[config.mk]
export PLATFORM = sky130hd
export DESIGN_NAME = tl_progress_watchdog
export DESIGN_NICKNAME = d
export VERILOG_FILES = /design/src/rtl/watchdog_pkg.sv /design/src/rtl/wd_inflight_counter.sv /design/src/rtl/tl_progress_watchdog.sv
export SDC_FILE = /design/constraint.sdc
export NUM_CORES = 1
export LEC_CHECK = 0
export CAP_MARGIN = 20
export CORE_ASPECT_RATIO = 1.75
export CORE_UTILIZATION = 40
export DETAILED_ROUTE_END_ITERATION = 16
export PLACE_DENSITY = 0.78
export SYNTH_ARGS = -nofsm -noshare
export SYNTH_HDL_FRONTEND = slang
export SYNTH_SLANG_ARGS = --single-unit
[constraint.sdc]
create_clock -name clock -period 11.9 [get_ports clock]
set_clock_uncertainty 0.15 [all_clocks]
set_input_delay 3.57 -clock clock [delete_from_list [all_inputs] [get_ports clock]]
set_output_delay 3.57 -clock clock [all_outputs]
set_load 0.05 [all_outputs]
[src/rtl/watchdog_pkg.sv]
// Shared types and default widths for the TileLink forward-progress watchdog.
package watchdog_pkg;

  localparam int unsigned WD_LIMIT_W_DEF      = 32;
  localparam int unsigned WD_MAX_INFLIGHT_DEF = 8;

  typedef enum logic [1:0] {
    WD_IDLE     = 2'd0,
    WD_BUSY     = 2'd1,
    WD_EXPIRED  = 2'd2
  } wd_state_e;

endpackage

[src/rtl/wd_inflight_counter.sv]
// Saturating outstanding-transaction counter with overflow/underflow strobes.
module wd_inflight_counter
  import watchdog_pkg::*;
#(
  parameter int unsigned MAX_INFLIGHT = WD_MAX_INFLIGHT_DEF,
  parameter int unsigned CNT_W        = $clog2(MAX_INFLIGHT + 1)
) (
  input  logic             clock,
  input  logic             reset,
  input  logic             inc,
  input  logic             dec,
  output logic [CNT_W-1:0] count,
  output logic [CNT_W-1:0] count_nxt_c,
  output logic             ovf,
  output logic             udf
);

  localparam logic [CNT_W-1:0] MAX_CNT = CNT_W'(MAX_INFLIGHT);

  logic at_max;
  logic at_zero;

  assign at_max  = (count == MAX_CNT);
  assign at_zero = (count == '0);

  // A response arriving with nothing outstanding is dropped; a paired request still counts.
  always_comb begin
    count_nxt_c = count;
    case ({inc, dec})
      2'b11:   if (at_zero) count_nxt_c = CNT_W'(1);
      2'b10:   if (!at_max) count_nxt_c = count + CNT_W'(1);
      2'b01:   if (!at_zero) count_nxt_c = count - CNT_W'(1);
      default: count_nxt_c = count;
    endcase
  end

  assign ovf = inc & ~dec & at_max;
  assign udf = dec & at_zero;

  always_ff @(posedge clock) begin
    if (reset) count <= '0;
    else       count <= count_nxt_c;
  end

endmodule

[src/rtl/tl_progress_watchdog.sv]
// Forward-progress watchdog: sticky timeout when no response completes within `limit` cycles.
// Optional protocol over/underflow flag enabled by WATCHDOG_PROTO_CHECK_EN.
module tl_progress_watchdog
  import watchdog_pkg::*;
#(
  parameter int unsigned LIMIT_W      = WD_LIMIT_W_DEF,
  parameter int unsigned MAX_INFLIGHT = WD_MAX_INFLIGHT_DEF,
  parameter int unsigned CNT_W        = $clog2(MAX_INFLIGHT + 1)
) (
  input  logic               clock,
  input  logic               reset,
  input  logic [LIMIT_W-1:0] limit,
  input  logic               req_valid,
  input  logic               req_ready,
  input  logic               resp_valid,
  input  logic               resp_ready,
  output logic [CNT_W-1:0]   inflight,
  output logic [LIMIT_W-1:0] stall_cycles,
  output logic               timeout,
  output logic               proto_err
);

  logic               req_fire;
  logic               resp_fire;
  logic [CNT_W-1:0]   cnt_nxt;
  logic               limit_hit;
  logic               stall_sat;
  wd_state_e          state_q;
  wd_state_e          state_nxt;
  logic [LIMIT_W-1:0] stall_nxt;
  logic               timeout_nxt;

  assign req_fire  = req_valid & req_ready;
  assign resp_fire = resp_valid & resp_ready;

  // >= rather than == so a limit lowered below the running timer still trips.
  assign limit_hit = (limit != '0) && (stall_cycles >= (limit - LIMIT_W'(1)));
  assign stall_sat = (stall_cycles == '1);

`ifdef WATCHDOG_PROTO_CHECK_EN
  logic ovf;
  logic udf;

  wd_inflight_counter #(
    .MAX_INFLIGHT (MAX_INFLIGHT),
    .CNT_W        (CNT_W)
  ) u_cnt (
    .clock       (clock),
    .reset       (reset),
    .inc         (req_fire),
    .dec         (resp_fire),
    .count       (inflight),
    .count_nxt_c (cnt_nxt),
    .ovf         (ovf),
    .udf         (udf)
  );

  always_ff @(posedge clock) begin
    if (reset) proto_err <= 1'b0;
    else       proto_err <= proto_err | ovf | udf;
  end
`else
  wd_inflight_counter #(
    .MAX_INFLIGHT (MAX_INFLIGHT),
    .CNT_W        (CNT_W)
  ) u_cnt (
    .clock       (clock),
    .reset       (reset),
    .inc         (req_fire),
    .dec         (resp_fire),
    .count       (inflight),
    .count_nxt_c (cnt_nxt),
    .ovf         (),
    .udf         ()
  );

  assign proto_err = 1'b0;
`endif

  always_ff @(posedge clock) begin
    if (reset) state_q <= WD_IDLE;
    else       state_q <= state_nxt;
  end

  always_comb begin
    state_nxt = state_q;
    case (state_q)
      WD_IDLE: begin
        if (cnt_nxt != '0) state_nxt = WD_BUSY;
      end
      WD_BUSY: begin
        if (limit_hit && !resp_fire) state_nxt = WD_EXPIRED;
        else if (cnt_nxt == '0)      state_nxt = WD_IDLE;
      end
      WD_EXPIRED: state_nxt = WD_EXPIRED;
      default:    state_nxt = WD_IDLE;
    endcase
  end

  // Timer runs only while work is outstanding and unanswered; frozen once expired.
  always_comb begin
    stall_nxt   = stall_cycles;
    timeout_nxt = timeout;
    case (state_q)
      WD_IDLE: stall_nxt = '0;
      WD_BUSY: begin
        if (resp_fire)      stall_nxt = '0;
        else if (!stall_sat) stall_nxt = stall_cycles + LIMIT_W'(1);
      end
      default: stall_nxt = stall_cycles;
    endcase
    if (state_nxt == WD_EXPIRED) timeout_nxt = 1'b1;
  end

  always_ff @(posedge clock) begin
    if (reset) begin
      stall_cycles <= '0;
      timeout      <= 1'b0;
    end else begin
      stall_cycles <= stall_nxt;
      timeout      <= timeout_nxt;
    end
  end

endmodule

### After elaboration in Yosys (flattened, before gate mapping)

Index checks and enable logic that the tools add are counted.

| operators by class | value |
|---|---|
| add/subtract/negate cells | 4 |
| $lt $le $gt $ge | 1 |
| equality and inequality tests | 9 |
| mux-type cells | 11 |
| bitwise operators | 2 |
| reduce and logical (&&, ||, !) cells | 10 |

Operator list:

| operator | count |
|---|---|
| $mux W32 | 2 |
| $pmux W32 S2 | 1 |
| $add A32 B1 Y32 const B | 1 |
| $eq A32 B32 Y1 const B | 1 |
| $ge A32 B32 Y1 | 1 |
| $reduce_bool A32 Y1 | 1 |
| $sub A32 B1 Y32 const B | 1 |
| $mux W4 | 3 |
| $pmux W4 S3 | 1 |
| $eq A2 B2 Y1 const B | 4 |
| $logic_not A4 Y1 | 2 |
| $mux W2 | 3 |
| $pmux W2 S3 | 1 |
| $add A4 B1 Y4 const B | 1 |
| $eq A2 B1 Y1 const B | 2 |
| $eq A4 B4 Y1 const B | 1 |
| $reduce_bool A4 Y1 | 1 |
| $sub A4 B1 Y4 const B | 1 |
| $ne A3 B3 Y1 const B | 1 |
| $and A1 B1 Y1 | 2 |
| $logic_and A1 B1 Y1 | 2 |
| $logic_not A2 Y1 | 1 |
| $reduce_and A2 Y1 | 1 |
| $reduce_bool A2 Y1 | 1 |
| $logic_not A1 Y1 | 1 |

| word-level totals | value |
|---|---|
| register bits | 39 |
| input port bits | 38 |
| output and inout port bits | 38 |
| logic and storage cells | 41 |

### Longest topological paths before layout

Gate-level depths: netlist (run 1).

| logic depth | value |
|---|---|
| depth in word-level cells | 8 |
| mapped depth | 14 |

### Hierarchy

A second synthesis (run 1) with hierarchy kept.

| second synthesis, totals | value |
|---|---|
| cell total of the unflattened synthesis | 423 |
| area total of the unflattened synthesis | 3397.0 µm² |

By module, submodules not included:

| module | times used | cells an instance | area each (µm²) | seq. area each (µm²) |
|---|---|---|---|---|
| tl_progress_watchdog | 1 | 372 | 2992.9 | 700.7 |
| wd_inflight_counter | 1 | 51 | 404.1 | 80.1 |

### Least setup slack after synthesis (run 1)

No wires, ideal clock.

| timing path | value |
|---|---|
| path type | in2reg |
| from | input limit[7] |
| to | register state_q[0] |
| setup time | 103 ps |
| arrival | 6832 ps |
| required time | 11647 ps |
| slack | 4815 ps |
| stages on the path | 14 |
| cells stage by stage | or4_4 -> nand4b_1 -> or4_1 -> clkbuf_1 -> nor3_1 -> nand2_1 -> xor2_1 -> ha_1 -> nand4_1 -> nor4_1 -> a221oi_1 -> o211ai_1 -> o211a_1 -> a2111oi_2 |

| on the way | value |
|---|---|
| longest elaborated chain between the ends | 6 |
| elaborated cells between the ends (all ways) | 7 |

RTL lines:

| item | line | RTL |
|---|---|---|
| start, declared | tl_progress_watchdog.sv:12 | `input logic [LIMIT_W-1:0] limit,` |
| $sub A32 B1 Y32 | tl_progress_watchdog.sv:37 | `assign limit_hit = (limit != '0) && (stall_cycles >= (limit - LIMIT_W'(1)));` |
| $ge A32 B32 Y1 | tl_progress_watchdog.sv:37 |  |
| $logic_and A1 B1 Y1 * | tl_progress_watchdog.sv:37 |  |
| $logic_and A1 B1 Y1 * | tl_progress_watchdog.sv:92 | `if (limit_hit && !resp_fire) state_nxt = WD_EXPIRED;` |
| $mux W2 * | tl_progress_watchdog.sv:92 |  |
| $pmux W2 S3 * | tl_progress_watchdog.sv:87 | `case (state_q)` |
| end signal, assigned | tl_progress_watchdog.sv:82 | `else state_q <= state_nxt;` |
| end, declared | tl_progress_watchdog.sv:28 | `wd_state_e state_q;` |

Every way passes the cells marked *; elsewhere a longest branch is shown, timed or not.
A chain may end at the register's enable or synchronous reset.

### Worst setup path in the final report (run 1)

Same ends and word-level chain as after synthesis.

==> results.json, run 1 <==
{
  "status": "finished, violations left",
  "violations": "design-rule violations",
  "drtIter0Drc": 199,
  "required_ps": 11930,
  "synthCells": 432,
  "wl_mm": 9.289,
  "die_h_um": 123.2,
  "pwr-share-seq_pct": 34.8,
  "worstRegToRegCells": 7,
  "synth_edf_count": 0,
  "hold_depth": 2,
  "syn_area_um2": 3356,
  "p_sw_uw": 107.9,
  "wl_per_cell_um": 15.69,
  "chipWidth_um": 71.24,
  "async_flop_share_pct": 0,
  "pin_count": 76,
  "holdPathEnd": "stall_cycles[30]$_SDFFE_PP0P_",
  "cts_root_buffer": "clkbuf_16",
  "max_freq_mhz": 127.2,
  "synth_cell_types": 58,
  "synth_flop_cell": "dfxtp_1",
  "drive_gt1_share_pct": 4.582,
  "htree_levels": 2,
  "cp.arrival_ps": 7890,
  "finalCritPeriodShare_pct": 66.04,
  "rsz0062_at_grt": "no",
  "dp_hpwl_mm": 7.418,
  "hold_path_startpoint": "stall_cycles[30]$_SDFFE_PP0P_",
  "min_period_ps": 7859,
  "cts-resized-gates": 0,
  "hp-class": "flip-flop to flip-flop",
  "synth.area.top_cells": "dfxtp_1, ha_1, xnor2_1, nor2_1, nand2_1",
  "finalHoldWorstSlack_ps": 384.0,
  "coreArea_um2": 8016,
  "area_delta_synth_final_pct": 29.60,
  "yosysSeqAreaShare_pct": 23.27,
  "clock-sinks": 39,
  "p_clk_share_pct": 42.8,
  "syn_area_per_cell_um2": 7.768,
  "rr_endpoint": "stall_cycles[29]$_SDFFE_PP0P_",
  "worstMarginPinSlew_ps": 820.0,
  "cts_tree": "built",
  "post-route-util_pct": 54.25,
  "r2r_setup_slack_ps": 8930,
  "leakage_nw": 1.526,
  "numPortBuffers": 74,
  "grt_overflow": 0,
  "hold_viol": 0,
  "setup-violations-final": 0,
  "grt_max_degree": 28,
  "slew-limit-headroom_pct": 45.26,
  "r2r-start": "stall_cycles[1]$_SDFFE_PP0P_",
  "viasPerCell": 5.929,
  "synth_seq_cells": 39,
  "pre_cts_ws_ps": 3810,
  "post-route-drc-count": 4,
  "setup_slack_ps": 4041,
  "num_rows": 43,
  "power_uw": 400.8,
  "clock_latency_ps": 280,
  "yosysTopAreaCell": "dfxtp_1",
  "grt_pass1_vias": 3488,
  "pwr-share-comb_pct": 22.4,
  "crit_type": "input pin to flip-flop",
  "p_sw_share_pct": 26.92,
  "nNetsFinal": 576,
  "ant_nets": 0,
  "critPathLaunchType": "input pin",
  "cts_setup_buffers": 0,
  "end_kind": "flip-flop",
  "antenna_cells": 0,
  "cts_hold_buf": 0,
  "p_per_area_nw_per_um2": 92.15,
  "drtPass1Iterations": 11,
  "gp_congestion": 0.9135,
  "synthTopCellsByCount": "nor2_1, nand2_1, dfxtp_1",
  "clockBufferDepth": 2,
  "critPathMaxFanout": 6,
  "yosysMostFrequentCell": "nor2_1",
  "grt_pass1_wl_mm": 15.45,
  "cts-buffers-inserted": 5,
  "synth_top_area_share_pct": 23.27,
  "clkSlewWorstSetupHoldPaths_ps": 60,
  "vdd_ir_drop_max_mv": 0.07003,
  "internal_power_uw": 292.9,
  "dieArea_um2": 8774,
  "antenna_found_initial": 0,
  "drv_slew": 0,
  "finalSetupTns_ps": 0,
  "initial_core_util_pct": 41.86,
  "vias": 3510,
  "synth_fp_nets": 507,
  "drv_cap": 0,
  "synth-warning-count": 0,
  "groute.usage.overall_pct": 21.92
}
-- how the worst max path moves through the flow --
| stage | from | endpoint | slack (ps) | cells past startpoint |
|---|---|---|---|---|
| 6_report | limit[7] | state_q[0]$_SDFF_PP0_ | 4040 | 14 |
| 5_1_grt | limit[6] | state_q[0]$_SDFF_PP0_ | 3830 | 14 |
| 4_1_cts | limit[7] | state_q[0]$_SDFF_PP0_ | 4080 | 14 |
| 3_5_place_dp | limit[7] | state_q[0]$_SDFF_PP0_ | 3810 | 14 |
| 3_3_place_gp | limit[7] | state_q[0]$_SDFF_PP0_ | 4020 | 14 |
| 2_1_floorplan | limit[7] | state_q[0]$_SDFF_PP0_ | 4820 | 14 |
-- final cells by class --
| class | count | area [µm²] |
|---|---|---|
| Clock buffer | 6 | 128.9 |
| Clock inverter | 2 | 60.06 |
| Fill cell | 747 | 3667 |
| Inverter | 10 | 37.54 |
| Multi-Input combinational cell | 371 | 2489 |
| Sequential cell | 39 | 780.7 |
| Tap cell | 90 | 112.6 |
| Timing Repair Buffer | 74 | 740.7 |
-- state kept, by name, indices dropped and copies added, names as in the netlist --
| register | cells |
|---|---|
| stall_cycles | 32 |
| state_q | 2 |
| timeout | 1 |
| u_cnt.count | 4 |
-- power groups by stage --
stage	clock [mW]	combinational (mW)	sequential, mW
2_1_floorplan	0	0.0480	0.150
3_3_place_gp	0	0.0866	0.142
3_5_place_dp	0	0.0894	0.142
4_1_cts	0.174	0.0901	0.139
5_1_grt	0.177	0.0995	0.140
6_report	0.172	0.0898	0.139
-- critical path: stages --
cell and delay [ps]:
clkdlybuf4s50_1 480, or4_4 590, nand4b_1 300, or4_1 620, nor3_1 400, nand2_1 130, xor2_1 170, ha_1 290
nand4_1 160, nor4_1 100, a221oi_1 310, o211ai_1 170, o211a_1 270, a2111oi_2 310
-- cell families (layout without fill, tap and decap cells) --
logic type	after synthesis	after routing	share of synthesized area, %
xor+xnor	49	49	12.79
mux	1	1	0.3355
other cells	1	1	0.1117
compound gates	70	70	13.65
simple gates	213	213	33.48
buf+inv	22	92	2.573
flops	39	39	23.27
fa+ha+maj	37	37	13.80
-- placed cells by master, fill, tap and decap left out, types with 3 or more instances in the layout --
| master | instances |
|---|---|
| o21ai_0 | 14 |
| clkbuf_16 | 5 |
| ha_1 | 37 |
| nand2_1 | 47 |
| nor4_1 | 18 |
| nand3_1 | 17 |
| or2_2 | 3 |
| inv_1 | 10 |
| nor3b_1 | 4 |
| xnor2_1 | 36 |
| nand2b_1 | 5 |
| o22ai_1 | 3 |
| xor2_1 | 13 |
| o211ai_1 | 3 |
| or4_4 | 3 |
| a21oi_1 | 24 |
| nor4b_1 | 3 |
| or3_1 | 3 |
| and2_1 | 4 |
| nor3_1 | 22 |
| nor2_1 | 50 |
| clkdlybuf4s50_1 | 74 |
| and3_1 | 8 |
| dfxtp_1 | 39 |
| and4_1 | 4 |
| or4_1 | 4 |
| nand4_1 | 8 |
-- per-stage QoR --
step | cells | instance area, µm²
3_3_place_gp | 584 | 4160
3_5_place_dp | 584 | 4160
5_1_grt | 592 | 4349
6_report | 592 | 4349
4_1_cts | 592 | 4349
2_1_floorplan | 432 | 3356
-- metal layers --
metal	track usage (%)	wire length (µm)	up-vias	part of all wire (%)
met2	40.77	4970	133	54
met1	22.34	3405	1618	37
met4	15.38	546	0	5.9
met3	2.608	367	41	4.0
met5	0	0	-	0
li1	-	-	1718	-
Note: power is estimated with default switching activity, not from simulation.
==> inputs of run 2 (changes only) <==
- clock period: 11.9 -> 7.74 ns (I/O delays scaled with it)
==> run 2 against run 1 <==
The flow still finishes with violations (design-rule violations). Wire length up 0.85%. Cell count unchanged. Hold slack better by 11 ps. Setup slack worse by 2900 ps. Final area down 1.0%. Register-to-register slack worse by 4200 ps. Sequential share of layout area up 0.18 points. First-iteration DRC count up 24%. Power up 39%. Flip-flop and latch count unchanged.
==> results.json, run 2 (synthesis gave the netlist of run 1 again) <==
{
  "clockBufferDepth": 2,
  "cts_setup_buffers": 0,
  "path_delay_family": "simple AND/OR/NAND/NOR gates",
  "wl_per_cell_um": 15.82,
  "cpPeakStageDelay_ps": 630,
  "dp_hpwl_mm": 7.381,
  "post-route-drc-count": 4,
  "pin_count": 76,
  "cts-resized-gates": 0,
  "worstRegToRegCells": 7,
  "chipWidth_um": 71.24,
  "p_sw_uw": 171.3,
  "gp_congestion": 0.9141,
  "dp_cells": 584,
  "nNetsFinal": 576,
  "critPathMaxFanout": 6,
  "cts_tree": "built",
  "p_per_area_nw_per_um2": 128.9,
  "largest_register": "stall_cycles",
  "path_depth": 14,
  "rsz0062_at_grt": "no",
  "ant_nets": 0,
  "coreArea_um2": 8016,
  "max_freq_mhz": 151.9,
  "num_rows": 43,
  "hp-class": "flip-flop to flip-flop",
  "p_sw_share_pct": 30.85,
  "layout_commonest_cell": "clkdlybuf4s50_1",
  "drtIter0Drc": 246,
  "groute.usage.overall_pct": 22.00,
  "path_cells": "clkdlybuf4s50_1, or4_4, nand4b_1, or4_1, nor3_1, nand2_1, xor2_1, ha_1, nand4_1, nor4_1, a221oi_1, o211ai_1, o211a_1, a2111oi_2",
  "path_buf_inv": 1,
  "pwr-share-seq_pct": 38.6,
  "final_cell_mix": "clkdlybuf4s50_1, nor2_1, nand2_1",
  "htree_levels": 2,
  "p_clk_share_pct": 36.7,
  "end_kind": "flip-flop",
  "internal_power_uw": 383.8,
  "area_delta_synth_final_pct": 28.30,
  "clock-sinks": 39,
  "drv_cap": 0,
  "hold_depth": 2,
  "grt_overflow": 0,
  "slowest_stage": "or4_1",
  "clkSlewWorstSetupHoldPaths_ps": 60,
  "viasPerCell": 5.890,
  "vias": 3487,
  "required_ps": 7770,
  "die_h_um": 123.2,
  "grt_pass1_vias": 3353,
  "cts_root_buffer": "clkbuf_16",
  "min_period_ps": 6584,
  "drive_gt1_share_pct": 4.781,
  "slew-limit-headroom_pct": 44.37,
  "initial_core_util_pct": 41.86,
  "status": "finished, violations left",
  "antenna_cells": 0,
  "finalCritPeriodShare_pct": 85.06,
  "cts_hold_buf": 0,
  "cp.arrival_ps": 6620,
  "reg_top3": "stall_cycles x32, u_cnt.count x4, state_q x2",
  "cts-buffers-inserted": 5,
  "finalSetupTns_ps": 0,
  "wl_mm": 9.368,
  "drtPass1Iterations": 11,
  "largest_register_ffs": 32,
  "numPortBuffers": 74,
  "grt_pass1_wl_mm": 15.45,
  "grt_max_degree": 28,
  "vdd_ir_drop_max_mv": 0.08988,
  "setup-violations-final": 0,
  "worstMarginPinSlew_ps": 833.3,
  "violations": "design-rule violations",
  "antenna_found_initial": 0,
  "clock_latency_ps": 290,
  "pwr-share-comb_pct": 24.8,
  "dieArea_um2": 8774,
  "hold_viol": 0,
  "drv_slew": 0,
  "fin_cells": 592,
  "critPathLaunchType": "input pin",
  "leakage_nw": 1.501,
  "finalHoldWorstSlack_ps": 395.3,
  "crit_type": "input pin to flip-flop"
}
run 2: path summary, 6_finish.rpt:
check,startpoint,endpoint,slack (ps)
worst max-delay path,limit[7],state_q[0]$_SDFF_PP0_,1160
worst min-delay path,stall_cycles[30]$_SDFFE_PP0P_,stall_cycles[30]$_SDFFE_PP0P_,400
worst max register to register,stall_cycles[1]$_SDFFE_PP0P_,stall_cycles[29]$_SDFFE_PP0P_,4760
worst min register to register,stall_cycles[30]$_SDFFE_PP0P_,stall_cycles[30]$_SDFFE_PP0P_,400
run 2: power by group through the flow:
| stage | registers [mW] | logic [mW] | clock network, mW |
|---|---|---|---|
| after floorplan | 0.230 | 0.0738 | 0 |
| after global placement | 0.218 | 0.133 | 0 |
| after detailed placement | 0.219 | 0.137 | 0 |
| after CTS | 0.214 | 0.137 | 0.206 |
| after global routing | 0.215 | 0.152 | 0.212 |
| final | 0.214 | 0.137 | 0.203 |
run 2: final cells by class:
| cell class | instances | area (µm²) |
|---|---|---|
| Clock buffer | 5 | 125.1 |
| Clock inverter | 3 | 20.02 |
| Fill cell | 756 | 3711 |
| Inverter | 10 | 37.54 |
| Multi-Input combinational cell | 371 | 2489 |
| Sequential cell | 39 | 780.7 |
| Tap cell | 90 | 112.6 |
| Timing Repair Buffer | 74 | 740.7 |
run 2: metrics by stage:
step / total power, mW / worst slack (ps) / cell area [µm²] / utilization (%)
global placement: 0.3515 / 1109 / 4160 / 51.90
CTS: 0.5576 / 1186 / 4305 / 53.71
finish: 0.5551 / 1156 / 4305 / 53.71
detailed placement: 0.3556 / 907.9 / 4160 / 51.90
global route: 0.5787 / 877.2 / 4305 / 53.71
floorplan: 0.3038 / 1903 / 3356 / -
run 2: tightest hold or removal path, delay by kind of cell, from the launching register on:
| family | cells | cell delay, ps |
|---|---|---|
| flip-flops | 1 | 350 |
| AO/OA/AOI/OAI | 2 | 140 |
run 2: metal layers:
| layer | global-route usage (%) | vias up | part of all wire [%] |
|---|---|---|---|
| met1 | 24.02 | 1639 | 38 |
| li1 | - | 1709 | - |
| met4 | 12.00 | 0 | 4.0 |
| met5 | 0 | - | 0 |
| met3 | 2.200 | 32 | 3.6 |
| met2 | 40.95 | 107 | 54 |
==> inputs of run 3 (changes only) <==
- GPL_TIMING_DRIVEN: default -> 0
==> run 3 against run 2 <==
The run still ends with design-rule violations left. Power increased by 4.8%. Die area is the same. Sequential power about the same. Wire length up 0.29%. Core utilization grew 0.78 points. Flip-flop and latch count stayed put. Critical path depth is 1 higher. First-iteration DRC count shrank 24%. Setup slack worse by 390 ps.
==> results.json, run 3 (synthesis gave the netlist of run 1 again) <==
{
  "status": "finished, violations left",
  "violations": "design-rule violations",
  "antenna_found_initial": 0,
  "gp_congestion": 0.9503,
  "met2_usage_pct": 44.35,
  "end_kind": "flip-flop",
  "dp_hpwl_mm": 7.576,
  "hold_viol": 0,
  "fin_cells": 603,
  "pin_count": 76,
  "path_cells": "clkdlybuf4s50_1, or4_4, nand4b_1, or4_1, clkbuf_1, nor3_1, nand2_1, xor2_1, ha_1, nand4_1, nor4_1, nand2_1, a31oi_1, o21ai_0, o22ai_1",
  "critPathMaxFanout": 6,
  "wl_mm": 9.395,
  "hp-class": "flip-flop to flip-flop",
  "htree_levels": 2,
  "numPortBuffers": 74,
  "cts-resized-gates": 0,
  "post-route-drc-count": 4,
  "worstMarginPinSlew_ps": 788.9,
  "viasPerCell": 5.910,
  "clock-sinks": 39,
  "path_delay_family": "simple AND/OR/NAND/NOR gates",
  "max_freq_mhz": 143.5,
  "coreArea_um2": 8016,
  "rsz0062_at_grt": "no",
  "critPathLaunchType": "input pin",
  "drive_gt1_share_pct": 4.483,
  "place_area_um2": 4209,
  "setup-violations-final": 0,
  "slew-limit-headroom_pct": 46.67,
  "drtPass1Iterations": 10,
  "die_h_um": 123.2,
  "grt_pass1_wl_mm": 15.89,
  "clockBufferDepth": 2,
  "min_period_ps": 6969,
  "nFillCells": 764,
  "largest_register": "stall_cycles",
  "grt_util_met3_pct": 2.526,
  "cts_tree": "built",
  "reg_top3": "stall_cycles x32, u_cnt.count x4, state_q x2",
  "grt_overflow": 0,
  "cpPeakStageDelay_ps": 600,
  "clock_latency_ps": 280,
  "initial_core_util_pct": 41.86,
  "slowest_stage": "nor4_1",
  "leakage_nw": 1.531,
  "chipWidth_um": 71.24,
  "dieArea_um2": 8774,
  "grt-busiest-layer": "met2",
  "vias": 3564,
  "crit_type": "input pin to flip-flop",
  "finalSetupTns_ps": 0,
  "drtIter0Drc": 186,
  "grt_pass1_vias": 3507,
  "clkSlewWorstSetupHoldPaths_ps": 50,
  "ant_nets": 0,
  "area_delta_synth_final_pct": 30.16,
  "cts_hold_buf": 0,
  "largest_register_ffs": 32,
  "fin_area_um2": 4368,
  "use_met1_pct": 22.46,
  "drv_cap": 0,
  "p_per_area_nw_per_um2": 133.2,
  "groute.usage.overall_pct": 22.66,
  "grt_max_degree": 12,
  "final_cell_mix": "clkdlybuf4s50_1, nor2_1, nand2_1",
  "num_rows": 43,
  "nNetsFinal": 588,
  "layout_commonest_cell": "clkdlybuf4s50_1",
  "vdd_ir_drop_max_mv": 0.07546,
  "required_ps": 7790,
  "crit_top_cell": "nand2_1",
  "cp.arrival_ps": 7020,
  "path_buf_inv": 2,
  "antenna_cells": 0,
  "cts-buffers-inserted": 5,
  "dp_cells": 596,
  "cts_root_buffer": "clkbuf_16",
  "r2r_setup_slack_ps": 4970,
  "cts_setup_buffers": 0,
  "finalCritPeriodShare_pct": 90.04,
  "drv_slew": 0,
  "wl_per_cell_um": 15.58
}
[run 3: cell types whose count changed in the layout (fill, tap and decap cells not counted)]
cell	before	now
clkbuf_1	0	12
buf_4	0	1
clkinvlp_4	2	0
clkinv_2	1	0
bufinv_16	0	1
[run 3: per-stage QoR]
step / hold WS (ps) / utilization, % / total power [mW] / setup slack (ps)
floorplan: 360.3 / - / 0.3038 / 1903
global placement: 358.9 / 52.51 / 0.3526 / 556.1
detailed placement: 367.9 / 52.51 / 0.3584 / 466.9
CTS: 372.8 / 54.49 / 0.5845 / 728.0
global route: 422.3 / 54.49 / 0.6058 / 439.3
finish: 389.3 / 54.49 / 0.5820 / 770.9
[run 3: report_power, final]
group | internal, mW | switching (mW) | total (mW) | leakage [nW]
clock | 0.150 | 0.0776 | 0.228 | 0.0769
combinational | 0.0601 | 0.0794 | 0.139 | 1.14
sequential | 0.207 | 0.00803 | 0.215 | 0.315
[run 3: worst paths after layout]
path,from,to,cells after the start
setup / recovery,limit[6],timeout$_SDFFE_PP0N_,15
hold / removal,stall_cycles[30]$_SDFFE_PP0P_,stall_cycles[30]$_SDFFE_PP0P_,2
setup reg to reg,stall_cycles[14]$_SDFFE_PP0P_,timeout$_SDFFE_PP0N_,7
hold reg to reg,stall_cycles[30]$_SDFFE_PP0P_,stall_cycles[30]$_SDFFE_PP0P_,2
[run 3: layer usage]
layer | up-vias | part of all wire [%]
li1 | 1741 | -
met1 | 1671 | 36
met2 | 120 | 56
met3 | 32 | 3.9
met4 | 0 | 4.2
met5 | - | 0
[run 3: layout make-up]
| cell class | instances | area [µm²] | area share, % |
|---|---|---|---|
| multi-input cells | 371 | 2489 | 56.98 |
| flip-flops and latches | 39 | 780.7 | 17.87 |
| repair buffers | 74 | 740.7 | 16.96 |
| clock buffers | 6 | 128.9 | 2.950 |
| well taps | 90 | 112.6 | 2.578 |
| plain buffers | 12 | 48.80 | 1.117 |
| inverters | 10 | 37.54 | 0.8594 |
| clock inverters | 1 | 30.03 | 0.6875 |
[run 3: tightest hold or removal path, stage by stage, from the launching register on]
cell and delay (ps):
dfxtp_1 350, o31ai_1 80, a21oi_1 60
